$ cat config.mk
export PLATFORM = sky130hd
export DESIGN_NAME = word_packer
export DESIGN_NICKNAME = d
export VERILOG_FILES = /design/src/rtl/word_packer_pkg.sv /design/src/rtl/word_packer.sv
export SDC_FILE = /design/constraint.sdc
export NUM_CORES = 1
export LEC_CHECK = 0
export CAP_MARGIN = 10
export CORE_ASPECT_RATIO = 1.1
export CORE_MARGIN = 2
export CORE_UTILIZATION = 40
export CTS_CLUSTER_SIZE = 28
export DETAILED_ROUTE_END_ITERATION = 12
export GPL_TIMING_DRIVEN = 1
export PLACE_DENSITY = 0.72
export SLEW_MARGIN = 25
export SYNTH_ARGS = -nofsm -noshare
export SYNTH_HDL_FRONTEND = slang
export SYNTH_SLANG_ARGS = --single-unit
$ cat constraint.sdc
create_clock -name clk -period 2.9 [get_ports clk]
set_input_delay 0.29 -clock clk [delete_from_list [all_inputs] [get_ports clk]]
set_output_delay 0.29 -clock clk [all_outputs]
set_load 0.05 [all_outputs]
$ cat src/rtl/word_packer_pkg.sv
// Shared stream helpers: handshake fire and counter-width computation.
// Reused by the narrow FIFO and the wide-side stages.
package word_packer_pkg;

    function automatic logic fire(input logic req, input logic ack);
        return req & ack;
    endfunction

    // Width needed to hold a lane count of 0..k inclusive.
    function automatic int unsigned cnt_width(input int unsigned k);
        return $clog2(k + 1);
    endfunction

endpackage

$ cat src/rtl/word_packer.sv
// Width-up packer: gathers K dw-bit req/ack words into one K*dw-bit word,
// with an optional flush that emits a partial word plus its valid-lane count.
module word_packer
    import word_packer_pkg::*;
#(
    parameter int unsigned dw = 8,
    parameter int unsigned K  = 4
) (
    input  logic                           clk,
    input  logic                           rst,
    input  logic [dw-1:0]                  d_in,
    input  logic                           req_in,
    output logic                           ack_in,
    input  logic                           flush,
    output logic [K*dw-1:0]                d_out,
    output logic [cnt_width(K)-1:0]        n_out,
    output logic                           req_out,
    input  logic                           ack_out
);

    localparam int unsigned CW = cnt_width(K);

    logic [K-1:0][dw-1:0] acc;
    logic [CW-1:0]        cnt;
    logic                 out_valid;
    logic                 flush_pend;

    logic                 beat;
    logic                 drain;
    logic                 out_free;
    logic                 flush_req;
    logic                 load;
    logic [CW-1:0]        eff_cnt;
    logic [K-1:0][dw-1:0] pack_word;

    assign ack_in    = ~flush_pend & ((cnt < CW'(K - 1)) | ~out_valid);
    assign req_out   = out_valid;
    assign beat      = fire(req_in, ack_in);
    assign drain     = fire(out_valid, ack_out);
    assign out_free  = ~out_valid | drain;
    assign flush_req = flush | flush_pend;
    assign eff_cnt   = cnt + CW'(beat);

    // A full word always finds the out reg free: ack_in blocks the last lane while it is held.
    assign load = (eff_cnt == CW'(K)) | (flush_req & (eff_cnt != '0) & out_free);

    // Same lane mux serves completion and flush: held lanes, the current beat, then zeros.
    always_comb begin
        pack_word = '0;
        for (int i = 0; i < K; i++) begin
            if (CW'(i) < cnt) begin
                pack_word[i] = acc[i];
            end else if ((CW'(i) == cnt) && beat) begin
                pack_word[i] = d_in;
            end
        end
    end

    always_ff @(posedge clk) begin
        if (rst) begin
            acc        <= '0;
            cnt        <= '0;
            out_valid  <= 1'b0;
            flush_pend <= 1'b0;
            d_out      <= '0;
            n_out      <= '0;
        end else begin
            if (load) begin
                d_out     <= pack_word;
                n_out     <= eff_cnt;
                out_valid <= 1'b1;
                cnt       <= '0;
            end else begin
                if (drain) begin
                    out_valid <= 1'b0;
                end
                if (beat) begin
                    cnt <= eff_cnt;
                    for (int i = 0; i < K; i++) begin
                        if (cnt == CW'(i)) begin
                            acc[i] <= d_in;
                        end
                    end
                end
            end
            flush_pend <= flush_req & (eff_cnt != '0) & ~load;
        end
    end

endmodule

==> impl_metrics.yaml <==
synth:
  ys_warn_count: 0
  yosys-top-cells-count: "dfxtp_1 (72), nand2b_1 (41), a21oi_1 (38)"
  netlist_area_mm2: 0.003246
  syn_area_per_cell_um2: 10.21
  synthArstFlopShare: 0
  synth_top_family_by_area: "compound AO/OA/AOI/OAI gates"
  syn_nets: 333
  ys_seq_elements: 72
  synth_mux_area_frac: 0.1049
  synth-compound-area-share: 0.2452
  synthTopCellsByArea: "dfxtp_1 (44%), mux2i_1 (10%), nand2b_1 (7.9%), a22oi_1 (7.4%), a211oi_1 (7.2%)"
  synth_top_cell_by_area: "dfxtp_1"
  synth-simple-area-share: 0.1453
  synth_xor_area_frac: 0.002699
  synth_top_area_frac: 0.4441
  synth_edf_count: 0
  yosysMostFrequentCell: "dfxtp_1"
  synthCells: 318
  synth.yosys.seq_area_share: 0.4441
  ys_types: 36
  synthAdderAreaFrac: 0.007710
  synth_ff_type: "dfxtp_1"
global_routing:
  gr-total-overflow: 0
  antenna_found_initial: 0
  grt_pass1_wl_um: 12490
  grtUsageTotal: 0.1774
  grt_max_degree: 51
  grt_pass1_vias: 2386
clock_network:
  cts_tree: "done"
  cts_sinks: 72
  post_cts_buffers: 0
  cts.clk_slew.worst_paths_ns: 0.08
  worst_skew_pair.late_latency_ns: 0.35
  cts_buffers: 9
  root_buffer: "clkbuf_8"
  ctsHoldBuffers: 0
  cts_resized: 0
  cts.path.max_buffers: 2
  htree_levels: 3
worst_setup_path:
  cp.arrival_ns: 2.79
  cp_max_fo: 35
  worst_setup_path_end_kind: "flip-flop"
  r2r_start: "req_out"
  crit_path_top_delay_cell: "dfxtp_1"
  reg2regPathDepth: 8
  worstSetupEndpoint: "cnt[2]"
  worstSetupStartpoint: "req_out"
  slowest_delay_ns: 0.52
  r2r_slack_ns: 0.35
  r2r-end: "cnt[2]"
  startpoint_type: "flip-flop"
  cp.required_ns: 3.14
  path_cells: "a21oi_1, ha_1, ha_1, nor2_1, and2_1, nor2_4, buf_12, nor4_1"
  crit_top_cell: "ha_1"
  setup.worst_path.class: "flip-flop to flip-flop"
finish:
  nFillCells: 745
  area_growth_pct: 25.10
  nets: 379
  drive_above_1_share: 0.1192
  insertedDiodeCount: 0
run_status:
  outcome: "finished, final reports clean"
sta:
  rsz0062_at_grt: "false"
  fin_crit_ns: 2.554
  maxSlewHeadroom: 0.4977
  fin_ws_ns: 0.3459
  final-setup-viol-count: 0
  final_hold_viol_count: 0
  fin_setup_tns_ns: 0
  slew_violations: 0
  fmax_ghz: 0.3915
  worstMarginPinSlew_ns: 0.7534
  skew_ns: 0.01075
  finalCritPeriodShare: 0.8807
placed_design:
  pre_cts_slack_ns: 0.1035
  io_buffers: 49
  dp_hpwl_um: 5307
  gp_congestion: 0.8675
power_and_ir_drop:
  p_leak_nw: 1.519
  totalPowerFinal_mw: 2.768
  p_per_area_mw_per_mm2: 681.6
  ir_drop_uv: 242.4
floorplanning:
  die_y_um: 98.48
  core.rowCount: 34
  start_util: 0.4102
  design.core.area_mm2: 0.007913
  die-area_mm2: 0.008851
  num_io_pins: 50
  dieWidth_um: 89.89
flow_run:
  drv_cap: 0
drt:
  post_drt_wl_per_cell_um: 16.31
  drt_wl_total_um: 7780
  drt_iter0_markers: 105
  detail-route-antenna-nets: 0
  vias: 2570
  drc: 0
  dr.pass1.iters: 4
  viasPerCell: 5.388
hold_path:
  hp-start: "acc[3]"
  holdCritPathClass: "flip-flop to flip-flop"
-- flip-flops by register name, summed over array words and instances, names as in the netlist --
name,flops
n_out,3
acc,32
req_out,1
flush_pend,1
d_out,32
cnt,3
-- layer usage --
| metal | track usage | up-vias | wire (µm) |
|---|---|---|---|
| met4 | 0.06391 | 0 | 93 |
| met5 | 0 | - | 0 |
| met1 | 0.2364 | 1232 | 3607 |
| met3 | 0.03593 | 7 | 358 |
| li1 | - | 1277 | - |
| met2 | 0.2885 | 54 | 3722 |
-- report_power, final --
part           switching (mW)  total (mW)  leakage, nW  internal (mW)
combinational           0.481       0.745        0.818          0.263
sequential             0.0481        1.12        0.588           1.07
clock                   0.369       0.903        0.113          0.533
-- cells by family after synthesis --
family | after synthesis
buffers and inverters | 29
flip-flops | 72
XOR/XNOR | 1
multiplexers | 34
AO/OA/AOI/OAI | 113
adder cells (fa/ha/maj) | 2
AND/OR/NAND/NOR | 67
-- critical path: cells and delay by family, from the launching register on --
kind | cells | cell delay [ns]
adder cells (fa/ha/maj) | 2 | 0.58
AO/OA/AOI/OAI | 1 | 0.15
buffers and inverters | 1 | 0.18
AND/OR/NAND/NOR | 4 | 1.00
flip-flops | 1 | 0.52
-- worst min-delay path by stage --
| stage | end | slack (ns) | depth (start not counted) |
|---|---|---|---|
| 3_3_place_gp | acc[3] | 0.46 | 2 |
| 2_1_floorplan | acc[7] | 0.45 | 2 |
| 4_1_cts | acc[3] | 0.48 | 2 |
| 5_1_grt | acc[11] | 0.50 | 2 |
| 3_5_place_dp | acc[4] | 0.47 | 2 |
| 6_report | acc[3] | 0.48 | 2 |
-- cell type report --
type	instances	area [µm²]	area share
timing repair buffer	64	610.6	0.1504
clock inverter	4	76.32	0.01880
clock buffer	12	155.1	0.03821
multi-input combinational	217	1642	0.4043
tap	108	135.1	0.03328
sequential	72	1441	0.3550
-- placed cells by master (no fill, tap or decap), types with 2 or more instances in the layout --
| cell | instances |
|---|---|
| a211oi_1 | 31 |
| clkdlybuf4s50_1 | 48 |
| a21oi_1 | 38 |
| bufinv_16 | 2 |
| o21ai_4 | 2 |
| nor3_1 | 2 |
| nand2_1 | 4 |
| o21ai_0 | 2 |
| a22oi_1 | 32 |
| buf_4 | 14 |
| nor2_1 | 7 |
| nand2b_1 | 41 |
| ha_1 | 2 |
| dfxtp_1 | 72 |
| nor4_4 | 2 |
| nor4b_4 | 2 |
| clkbuf_8 | 11 |
| a211oi_2 | 2 |
| mux2i_1 | 34 |
-- stage by stage --
stage                       util  std cells  hold WS (ns)  instance area (µm²)
after floorplan                -        318        0.4484                 3246
after global placement    0.4839        461        0.4588                 3829
after detailed placement  0.4839        461        0.4661                 3829
after CTS                 0.5131        477        0.4781                 4060
after global routing      0.5131        477        0.4968                 4060
final                     0.5131        477        0.4760                 4060
Note: power is estimated with default switching activity, not from simulation.
